$ cat config.mk
export PLATFORM = sky130hd
export DESIGN_NAME = dda_uart_streamer_flat
export DESIGN_NICKNAME = d
export VERILOG_FILES = /design/src/rtl/dda_uart_streamer_if.sv /design/src/rtl/dda_uart_streamer.sv /design/src/flat_wrapper.sv
export SDC_FILE = /design/constraint.sdc
export NUM_CORES = 1
export LEC_CHECK = 0
export ABC_AREA = 1
export CORE_ASPECT_RATIO = 0.5
export CORE_MARGIN = 3
export CORE_UTILIZATION = 30
export CTS_BUF_LIST = sky130_fd_sc_hd__clkbuf_16
export DETAILED_ROUTE_END_ITERATION = 8
export GPL_TIMING_DRIVEN = 1
export SLEW_MARGIN = 40
export SYNTH_ARGS = -nofsm -noshare
export SYNTH_HDL_FRONTEND = slang
export SYNTH_SLANG_ARGS = --single-unit
$ cat constraint.sdc
create_clock -name clk -period 2.65 [get_ports clk]
set_input_delay 0.3975 -clock clk [delete_from_list [all_inputs] [get_ports clk]]
set_output_delay 0.3975 -clock clk [all_outputs]
set_load 0.1 [all_outputs]
$ cat src/rtl/dda_uart_streamer_if.sv
// Stream-side bundle for dda_uart_streamer.
//   master : the producer/observer side (DDA core + host capture), drives en/sample_valid/x/y
//   slave  : the streamer itself, drives tx/busy/frame_done/overrun_cnt
// Signals:
//   en, sample_valid  stream enable and 1-cycle new-sample strobe
//   x, y              DDA state words (posit, N bits)
//   tx                UART serial out, idle high
//   busy              frame in progress
//   frame_done        1-cycle pulse after the final stop bit
//   overrun_cnt       saturating count of triggers dropped while busy
interface dda_uart_streamer_if #(
  parameter int unsigned N = 16
);
  logic         en;
  logic         sample_valid;
  logic [N-1:0] x;
  logic [N-1:0] y;
  logic         tx;
  logic         busy;
  logic         frame_done;
  logic [7:0]   overrun_cnt;

  modport master (
    output en, sample_valid, x, y,
    input  tx, busy, frame_done, overrun_cnt
  );

  modport slave (
    input  en, sample_valid, x, y,
    output tx, busy, frame_done, overrun_cnt
  );
endinterface

$ cat src/rtl/dda_uart_streamer.sv
// Decimates the DDA x/y sample stream and ships one (x,y) snapshot per DECIM accepted
// samples as a back-to-back 8N1 UART frame: x[15:8], x[7:0], y[15:8], y[7:0].
// Optional macro STREAM_CHECKSUM_EN appends a 5th byte, the XOR of the four payload bytes.
// Ports:
//   clk      clock
//   rst_n    asynchronous reset, active low (aborts any frame, tx forced high)
//   io_strm  slave modport of dda_uart_streamer_if (en/sample_valid/x/y in,
//            tx/busy/frame_done/overrun_cnt out)
module dda_uart_streamer #(
  parameter int unsigned N         = 16,
  parameter int unsigned CLK_FREQ  = 12000000,
  parameter int unsigned BAUD_RATE = 9600,
  parameter int unsigned DECIM     = 256
) (
  input  logic                clk,
  input  logic                rst_n,
  dda_uart_streamer_if.slave  io_strm
);

  localparam int unsigned CLKS_PER_BIT = CLK_FREQ / BAUD_RATE;
  localparam int unsigned TW = (CLKS_PER_BIT > 1) ? $clog2(CLKS_PER_BIT) : 1;
  localparam int unsigned DW = (DECIM > 1) ? $clog2(DECIM) : 1;
`ifdef STREAM_CHECKSUM_EN
  localparam logic [2:0] LastByte = 3'd4;
`else
  localparam logic [2:0] LastByte = 3'd3;
`endif

  typedef enum logic [2:0] {StIdle, StStart, StData, StStop, StDone} state_e;

  state_e         r_state, w_state_nxt;
  logic [TW-1:0]  r_timer, w_timer_nxt;
  logic [2:0]     r_bit, w_bit_nxt;
  logic [2:0]     r_byte, w_byte_nxt;
  logic [2*N-1:0] r_shadow, w_shadow_nxt;
  logic [DW-1:0]  r_dec, w_dec_nxt;
  logic [7:0]     r_ovr, w_ovr_nxt;
  logic           r_tx, w_tx_nxt;

  logic           w_trigger;
  logic           w_busy;
  logic           w_bit_end;
  logic [7:0]     w_byte_val;

  assign w_trigger = io_strm.en && io_strm.sample_valid && (r_dec == DW'(DECIM - 1));
  assign w_busy    = (r_state == StStart) || (r_state == StData) || (r_state == StStop);
  assign w_bit_end = (r_timer == TW'(CLKS_PER_BIT - 1));

  always_ff @(posedge clk or negedge rst_n) begin
    if (!rst_n) begin
      r_state  <= StIdle;
      r_timer  <= '0;
      r_bit    <= '0;
      r_byte   <= '0;
      r_shadow <= '0;
      r_dec    <= '0;
      r_ovr    <= '0;
      r_tx     <= 1'b1;
    end else begin
      r_state  <= w_state_nxt;
      r_timer  <= w_timer_nxt;
      r_bit    <= w_bit_nxt;
      r_byte   <= w_byte_nxt;
      r_shadow <= w_shadow_nxt;
      r_dec    <= w_dec_nxt;
      r_ovr    <= w_ovr_nxt;
      r_tx     <= w_tx_nxt;
    end
  end

  always_comb begin
    w_state_nxt  = r_state;
    w_timer_nxt  = r_timer;
    w_bit_nxt    = r_bit;
    w_byte_nxt   = r_byte;
    w_shadow_nxt = r_shadow;
    w_dec_nxt    = r_dec;
    w_ovr_nxt    = r_ovr;
    w_byte_val   = 8'h00;
    w_tx_nxt     = 1'b1;

    // Decimation counter: cleared while disabled, wraps on every trigger.
    if (!io_strm.en) begin
      w_dec_nxt = '0;
    end else if (io_strm.sample_valid) begin
      w_dec_nxt = w_trigger ? '0 : r_dec + DW'(1);
    end

    if (w_trigger && w_busy && (r_ovr != 8'hFF)) begin
      w_ovr_nxt = r_ovr + 8'd1;
    end

    unique case (r_state)
      StIdle, StDone: begin
        w_state_nxt = StIdle;
        if (w_trigger) begin
          w_state_nxt  = StStart;
          w_timer_nxt  = '0;
          w_bit_nxt    = '0;
          w_byte_nxt   = '0;
          w_shadow_nxt = {io_strm.x, io_strm.y};
        end
      end
      StStart: begin
        w_timer_nxt = r_timer + TW'(1);
        if (w_bit_end) begin
          w_timer_nxt = '0;
          w_bit_nxt   = '0;
          w_state_nxt = StData;
        end
      end
      StData: begin
        w_timer_nxt = r_timer + TW'(1);
        if (w_bit_end) begin
          w_timer_nxt = '0;
          if (r_bit == 3'd7) begin
            w_state_nxt = StStop;
          end else begin
            w_bit_nxt = r_bit + 3'd1;
          end
        end
      end
      StStop: begin
        w_timer_nxt = r_timer + TW'(1);
        if (w_bit_end) begin
          w_timer_nxt = '0;
          if (r_byte == LastByte) begin
            w_state_nxt = StDone;
          end else begin
            w_byte_nxt  = r_byte + 3'd1;
            w_state_nxt = StStart;
          end
        end
      end
      default: w_state_nxt = StIdle;
    endcase

    // tx is registered from next-state values so the pin is glitch-free and the start bit
    // appears on the trigger edge itself.
    case (w_byte_nxt)
      3'd0:    w_byte_val = w_shadow_nxt[2*N-1 -: 8];
      3'd1:    w_byte_val = w_shadow_nxt[2*N-9 -: 8];
      3'd2:    w_byte_val = w_shadow_nxt[N-1 -: 8];
      3'd3:    w_byte_val = w_shadow_nxt[N-9 -: 8];
`ifdef STREAM_CHECKSUM_EN
      3'd4:    w_byte_val = w_shadow_nxt[2*N-1 -: 8] ^ w_shadow_nxt[2*N-9 -: 8]
                          ^ w_shadow_nxt[N-1 -: 8]   ^ w_shadow_nxt[N-9 -: 8];
`endif
      default: w_byte_val = 8'h00;
    endcase

    unique case (w_state_nxt)
      StStart: w_tx_nxt = 1'b0;
      StData:  w_tx_nxt = w_byte_val[w_bit_nxt];
      default: w_tx_nxt = 1'b1;
    endcase
  end

  assign io_strm.tx          = r_tx;
  assign io_strm.busy        = w_busy;
  assign io_strm.frame_done  = (r_state == StDone);
  assign io_strm.overrun_cnt = r_ovr;

endmodule
$ cat src/flat_wrapper.sv
// flat-port wrapper written by rule: the top's interface ports become plain ports
module dda_uart_streamer_flat 
#(
  parameter int unsigned N         = 16,
  parameter int unsigned CLK_FREQ  = 12000000,
  parameter int unsigned BAUD_RATE = 9600,
  parameter int unsigned DECIM     = 256
)
  (clk, rst_n, io_strm_en, io_strm_sample_valid, io_strm_x, io_strm_y, io_strm_tx, io_strm_busy, io_strm_frame_done, io_strm_overrun_cnt);
  dda_uart_streamer_if #(.N(N)) io_strm_i ();
  input  logic clk;
  input  logic rst_n;
  input wire logic [$bits(io_strm_i.en)-1:0] io_strm_en;
  input wire logic [$bits(io_strm_i.sample_valid)-1:0] io_strm_sample_valid;
  input wire logic [$bits(io_strm_i.x)-1:0] io_strm_x;
  input wire logic [$bits(io_strm_i.y)-1:0] io_strm_y;
  output wire logic [$bits(io_strm_i.tx)-1:0] io_strm_tx;
  output wire logic [$bits(io_strm_i.busy)-1:0] io_strm_busy;
  output wire logic [$bits(io_strm_i.frame_done)-1:0] io_strm_frame_done;
  output wire logic [$bits(io_strm_i.overrun_cnt)-1:0] io_strm_overrun_cnt;
  assign io_strm_i.en = io_strm_en;
  assign io_strm_i.sample_valid = io_strm_sample_valid;
  assign io_strm_i.x = io_strm_x;
  assign io_strm_i.y = io_strm_y;
  assign io_strm_tx = io_strm_i.tx;
  assign io_strm_busy = io_strm_i.busy;
  assign io_strm_frame_done = io_strm_i.frame_done;
  assign io_strm_overrun_cnt = io_strm_i.overrun_cnt;
  dda_uart_streamer #(.N(N), .CLK_FREQ(CLK_FREQ), .BAUD_RATE(BAUD_RATE), .DECIM(DECIM)) u_core (.clk(clk), .rst_n(rst_n), .io_strm(io_strm_i));
endmodule
==> results of run 1 <==
-- what timing repair did --
item | CTS | global route
buffers inserted | 0 | 0
endpoints found under the hold margin | 13 | 0
setup endpoints to repair | 0 | 1
hold buffers | 1 | 0
gates resized for setup | 0 | 1
-- power by group --
part / internal, W / total, W / switching (W)
clock network: 0.000715 / 0.00114 / 0.000427
registers: 0.00106 / 0.00106 / 0.00000273
logic: 0.0000543 / 0.0000961 / 0.0000419
-- cell usage after synthesis, drive strengths merged --
cell	n	share of area
o22ai	6	0.010
o21ai	16	0.022
xnor2	4	0.0094
mux2	1	0.0030
dfstp	1	0.0071
ha	6	0.020
nor3b	1	0.0020
xor2	9	0.021
nor3	8	0.011
nand3	39	0.057
a21oi	7	0.010
clkbuf	2	0.0020
dfrtp	68	0.46
a31oi	2	0.0034
nor4	1	0.0017
a22oi	2	0.0040
inv	64	0.065
or2	7	0.012
o32ai	1	0.0024
nor2	44	0.053
a221oi	3	0.0071
a2111oi	1	0.0040
nand2	165	0.17
nand4	13	0.026
buf	6	0.014
a211oi	1	0.0020
-- worst register-to-register path, delay by kind of cell (launching register included) --
family | cells | cell delay, ns
simple gates | 14 | 1.33
buf+inv | 3 | 0.33
flops | 1 | 0.40
fa+ha+maj | 1 | 0.17
-- kinds of logic after synthesis --
kind of cell,after synthesis,share of synthesized area
and+or+nand+nor,278,0.335
buffers and inverters,72,0.0806
DFF,69,0.465
AOI/OAI and AO/OA,39,0.0650
xor gates and xnor gates,13,0.0307
adders and majority gates,6,0.0202
muxes,1,0.00303
-- flip-flops by register name, indices dropped and copies added (netlist names) --
signal                      cells
u_core.io_strm.overrun_cnt      8
u_core.r_dec                    8
u_core.io_strm.tx               1
u_core.r_byte                   3
u_core.r_state                  3
u_core.r_bit                    3
u_core.r_timer                 11
u_core.r_shadow                32
-- stage by stage --
step           cells  hold slack (ns)  area (um^2)
6_report         706            0.479         4690
3_5_place_dp     690            0.331         4400
2_1_floorplan    478            0.102         3710
3_3_place_gp     690            0.334         4400
5_1_grt          706            0.499         4690
4_1_cts          706            0.482         4690
-- per-layer routing --
layer | global-route usage | part of all wire | vias to the layer above
met2 | 0.214 | 0.45 | 43
met1 | 0.176 | 0.50 | 1431
li1 | - | - | 1646
met4 | 0.0445 | 0.0045 | 0
met5 | 0 | 0 | -
met3 | 0.0389 | 0.036 | 2
-- area by class of cell --
| class | count | share of cell area |
|---|---|---|
| well taps | 165 | 0.0440 |
| repair buffers | 56 | 0.116 |
| multi-input cells | 337 | 0.360 |
| clock inverters | 6 | 0.0123 |
| clock buffers | 9 | 0.0480 |
| flip-flops and latches | 69 | 0.368 |
| inverters | 64 | 0.0512 |
-- final timing paths --
path / cells after the start / slack, ns / endpoint
min reg2reg: 2 / 0.48 / u_core.r_shadow[18]
max: 18 / 0.36 / u_core.io_strm.tx
min: 2 / 0.48 / u_core.r_shadow[18]
min in group asynchronous: 2 / 0.51 / u_core.r_timer[6]
max reg2reg: 18 / 0.36 / u_core.io_strm.tx
max in group asynchronous: 3 / 1.50 / u_core.io_strm.tx
==> results.sh, run 1 <==
export IMPL_clock_tree_htree_level_count=3
export IMPL_route_vias_total=3122
export IMPL_preCtsSetupSlack_ns=0.128
export IMPL_ant_nets=0
export IMPL_setup_slack_ns=0.357
export IMPL_synth_cells=478
export IMPL_timing_critical_path_max_delay_family="simple AND/OR/NAND/NOR gates"
export IMPL_place_congestion=0.843
export IMPL_regArea_um2=1730
export IMPL_globalRouteTotalUtil=0.134
export IMPL_place_hpwl_mm=6.37
export IMPL_first_pass_drt_iterations=4
export IMPL_cp_max_fanout=11
export IMPL_postRouteWirelength_mm=8.40
export IMPL_fin_nets=579
export IMPL_clk_transition_reported_paths_ns=0.05
export IMPL_timing_critical_path_from="u_core.r_timer[1]"
export IMPL_worst_slew_pin_slew_ns=0.511
export IMPL_cts_made_buffers=9
export IMPL_die_height_um=84.7
export IMPL_clkSinkCount=69
export IMPL_multi_input_area_um2=1690
export IMPL_rsz0062_at_grt="false"
export IMPL_fmax_mhz=436
export IMPL_cp_slowest_stage_delay_ns=0.40
export IMPL_std_cell_rows=28
export IMPL_status="completed"
export IMPL_core_area_um2=11900
export IMPL_placement_io_buffers=46
export IMPL_antenna_violations_before_repair=0
export IMPL_starting_drt_drc_count=240
export IMPL_power_ir_vdd_worst_v=0.000225
export IMPL_gr_total_overflow=0
export IMPL_timing_setup_tns_ns=0
export IMPL_period_needed_ns=2.29
export IMPL_timing_critical_path_mode_cell="sky130_fd_sc_hd__nand3_1"
export IMPL_drv_max_cap_violation_count=0
export IMPL_cts_max_path_buffers=2
export IMPL_mostFrequentLayoutCell="sky130_fd_sc_hd__nand2_1"
export IMPL_floorplan_initialDensity=0.311
export IMPL_power_static_leakage_nw=2.49
export IMPL_hold_path_startpoint="u_core.r_shadow[18]"
export IMPL_floorplan_die_width_um=163
export IMPL_cp_cell_sequence="inv_1 > ha_1 > inv_1 > nor2_1 > nand2_1 > nor2_1 > nand3_1 > nand3_1 > nand2_2 > buf_4 > nand4_1 > nand2_1 > nor2_1 > nand2_1 > nand3_1 > nand3_1 > nand3_1 > nand2_1"
export IMPL_top_level_ports=47
export IMPL_grt_pass1_vias=3159
export IMPL_mapped_cell_area_um2=3710
export IMPL_hold_path_class="flip-flop to flip-flop"
export IMPL_share_of_the_clock_period_used_by_the_worst_path_after_layout=0.865
export IMPL_avgViaCountPerCell=4.42
export IMPL_timing_clock_skew_ns=0.00907
export IMPL_avgRoutedWirePerCell_um=11.9
export IMPL_timing_final_max_slew_violations=0
export IMPL_synth_seq_area_share=0.465
export IMPL_timing_worst_setup_path_type="flip-flop to flip-flop"
export IMPL_layout_common_cells="sky130_fd_sc_hd__nand2_1 (159), sky130_fd_sc_hd__dfrtp_1 (68), sky130_fd_sc_hd__inv_1 (63), sky130_fd_sc_hd__nor2_1 (36), sky130_fd_sc_hd__nand3_1 (36)"
export IMPL_critical_path_reg2reg_startpoint="u_core.r_timer[1]"
export IMPL_pnr_total_power_w=0.00230
export IMPL_crit_required_ns=2.91
export IMPL_clkLatencyLatePin_ns=0.33
export IMPL_slowest_stage="sky130_fd_sc_hd__dfrtp_1"
export IMPL_grt_start_max_net_pins=57
export IMPL_post_synthesis_net_count=520
export IMPL_die_area_um2=13800
export IMPL_remaining_drc_errors=0
export IMPL_num_fill_cells=1227
export IMPL_ys_types=38
export IMPL_ys_seq_elements=69
export IMPL_first_pass_grt_wire_length_mm=14.8
export IMPL_worst_ep_arrival_time_ns=2.55
export IMPL_root_buffer="sky130_fd_sc_hd__clkbuf_16"
export IMPL_timing_final_hold_violations=0
export IMPL_critPathBufInv=3
export IMPL_relSlewSlack=0.659
export IMPL_tritoncts="yes"
export IMPL_critPathLaunchType="flip-flop"
export IMPL_area_growth_synth_to_final_pct=26.4
export IMPL_post_route_cells_drive_above_1_share=0.115
export IMPL_syn_area_cell_um2=7.77
export IMPL_power_density_cell_area_nw_per_um2=490
export IMPL_kind_of_capture_point_of_the_worst_setup_path="flip-flop"
export IMPL_post_route_util=0.393
export IMPL_finalSetupViolCount=0
export IMPL_antenna_diode_count=0
export IMPL_yosysWarnings=0
No activity file was read; power rests on OpenSTA's default activity.
==> inputs of run 2 (changes only) <==
MAX_ROUTING_LAYER = met4   (was not set)
==> run 2 against run 1 <==
- sequential cell count stayed put
- sequential power about the same
- clock skew fell by 0.0015 ns
- fmax down 0.12%
- critical path type unchanged
- critical endpoint unchanged
==> results.sh, run 2 (synthesized netlist as in run 1, its figures left out) <==
export IMPL_postRouteWirelength_mm=8.44
export IMPL_hold_path_class="flip-flop to flip-flop"
export IMPL_power_density_cell_area_nw_per_um2=491
export IMPL_fmax_mhz=436
export IMPL_floorplan_die_width_um=163
export IMPL_first_pass_grt_wire_length_mm=14.8
export IMPL_drv_max_cap_violation_count=0
export IMPL_power_ir_vdd_worst_v=0.000225
export IMPL_core_area_um2=11900
export IMPL_worst_slew_pin_slew_ns=0.511
export IMPL_post_route_cells_drive_above_1_share=0.115
export IMPL_largest_register_ffs=32
export IMPL_first_pass_drt_iterations=4
export IMPL_antenna_violations_before_repair=0
export IMPL_starting_drt_drc_count=236
export IMPL_timing_clock_skew_ns=0.00753
export IMPL_hold_path_cell_count=2
export IMPL_mostFrequentLayoutCell="sky130_fd_sc_hd__nand2_1"
export IMPL_largest_register="u_core.r_shadow"
export IMPL_route_vias_total=3131
export IMPL_finalSetupViolCount=0
export IMPL_die_height_um=84.7
export IMPL_rsz0062_at_grt="false"
export IMPL_relSlewSlack=0.659
export IMPL_std_cell_rows=28
export IMPL_worst_r2r_path_depth=20
export IMPL_postPlaceCellArea_um2=4400
export IMPL_worst_ep_arrival_time_ns=2.57
export IMPL_tritoncts="yes"
export IMPL_clock_tree_htree_level_count=3
export IMPL_grt_pass1_vias=3161
export IMPL_place_congestion=0.856
export IMPL_timing_final_max_slew_violations=0
export IMPL_avgRoutedWirePerCell_um=11.9
export IMPL_root_buffer="sky130_fd_sc_hd__clkbuf_16"
export IMPL_critical_path_reg2reg_startpoint="u_core.r_timer[1]"
export IMPL_timing_setup_tns_ns=0
export IMPL_placement_io_buffers=46
export IMPL_place_hpwl_mm=6.37
export IMPL_cp_max_fanout=8
export IMPL_die_area_um2=13800
export IMPL_floorplan_initialDensity=0.311
export IMPL_final_std_cell_area_no_fill_um2=4690
export IMPL_reg2reg_to="u_core.io_strm.tx"
export IMPL_crit_required_ns=2.93
export IMPL_antenna_diode_count=0
export IMPL_power_static_leakage_nw=2.49
export IMPL_cts_made_buffers=9
export IMPL_clk_transition_reported_paths_ns=0.05
export IMPL_pnr_total_power_w=0.00230
export IMPL_instances_no_fill=706
export IMPL_avgViaCountPerCell=4.43
export IMPL_kind_of_capture_point_of_the_worst_setup_path="flip-flop"
export IMPL_clkSinkCount=69
export IMPL_area_growth_synth_to_final_pct=26.4
export IMPL_globalRouteTotalUtil=0.138
export IMPL_post_place_cells=690
export IMPL_worstHoldEndpoint="u_core.r_shadow[18]"
export IMPL_regs_by_ff_count="u_core.r_shadow x32, u_core.r_timer x11"
export IMPL_ant_nets=0
export IMPL_period_needed_ns=2.30
export IMPL_gr_total_overflow=0
export IMPL_clkLatencyLatePin_ns=0.33
export IMPL_r2r_slack_ns=0.35
export IMPL_timing_worst_setup_path_type="flip-flop to flip-flop"
export IMPL_timing_final_hold_violations=0
export IMPL_remaining_drc_errors=0
export IMPL_top_level_ports=47
export IMPL_layout_common_cells="sky130_fd_sc_hd__nand2_1 (159), sky130_fd_sc_hd__dfrtp_1 (68), sky130_fd_sc_hd__inv_1 (63), sky130_fd_sc_hd__nor2_1 (36), sky130_fd_sc_hd__nand3_1 (36)"
export IMPL_status="completed"
export IMPL_critPathLaunchType="flip-flop"
export IMPL_grt_start_max_net_pins=57
export IMPL_share_of_the_clock_period_used_by_the_worst_path_after_layout=0.866
export IMPL_cts_max_path_buffers=2
export IMPL_fin_nets=579
export IMPL_hold_path_startpoint="u_core.r_shadow[18]"
run 2: cell counts in the layout (fill, tap and decap cells not counted):
Identical to the previous run, type by type.
run 2: worst max path at each step:
stage,slack [ns],from,cells past startpoint,endpoint
global route,0.04,u_core.r_timer[1],20,u_core.io_strm.tx
CTS,0.28,u_core.r_timer[1],18,u_core.io_strm.tx
detailed placement,0.13,io_strm_en,15,u_core.io_strm.tx
finish,0.35,u_core.r_timer[1],20,u_core.io_strm.tx
global placement,0.12,io_strm_en,15,u_core.io_strm.tx
floorplan,0.22,u_core.r_state[0],7,u_core.io_strm.overrun_cnt[7]
run 2: area by class of cell:
class	instances	area [um^2]
repair buffers	56	543
inverters	64	240
multi-input cells	337	1690
well taps	165	206
fillers	1227	7260
clock inverters	6	57.6
flip-flops and latches	69	1730
clock buffers	9	225
run 2: per-layer routing:
metal / share of wire / GRT usage / vias up
li1: - / - / 1643
met1: 0.51 / 0.177 / 1440
met2: 0.44 / 0.214 / 39
met3: 0.032 / 0.0350 / 9
met4: 0.014 / 0.0445 / 0
met5: 0 / - / -
run 2: critical path: stages (launching register included):
cell	delay (ns)
sky130_fd_sc_hd__dfrtp_1	0.40
sky130_fd_sc_hd__inv_1	0.08
sky130_fd_sc_hd__ha_1	0.17
sky130_fd_sc_hd__inv_1	0.04
sky130_fd_sc_hd__nor2_1	0.07
sky130_fd_sc_hd__nand2_1	0.05
sky130_fd_sc_hd__nor2_1	0.22
sky130_fd_sc_hd__nand3_1	0.12
sky130_fd_sc_hd__nand3_1	0.13
sky130_fd_sc_hd__nand2_4	0.10
sky130_fd_sc_hd__inv_2	0.13
sky130_fd_sc_hd__nand2_1	0.08
sky130_fd_sc_hd__nor2_2	0.14
sky130_fd_sc_hd__nand2_1	0.07
sky130_fd_sc_hd__nand2_1	0.06
sky130_fd_sc_hd__inv_1	0.05
sky130_fd_sc_hd__nand2_1	0.05
sky130_fd_sc_hd__nand3_1	0.06
sky130_fd_sc_hd__nand3_1	0.08
sky130_fd_sc_hd__nand3_1	0.08
sky130_fd_sc_hd__nand2_1	0.06
run 2: power by group:
part / internal, W / leakage, nW / switching (W)
clock network: 0.000715 / 0.146 / 0.000432
registers: 0.00106 / 0.881 / 0.00000274
logic: 0.0000543 / 1.46 / 0.0000419
total: 0.00183 / 2.49 / 0.000477
run 2: through the flow:
stage | worst slack (ns) | util | hold slack, ns
2_1_floorplan | 0.224 | - | 0.102
3_3_place_gp | 0.118 | 0.368 | 0.334
3_5_place_dp | 0.128 | 0.368 | 0.331
4_1_cts | 0.281 | 0.392 | 0.482
5_1_grt | 0.0380 | 0.393 | 0.499
6_report | 0.354 | 0.393 | 0.479
run 2: timing repair:
item	CTS	global route
endpoints found under the hold margin	13	0
buffers inserted	0	0
gates resized for setup	0	1
setup endpoints to repair	0	1
hold buffers	1	0
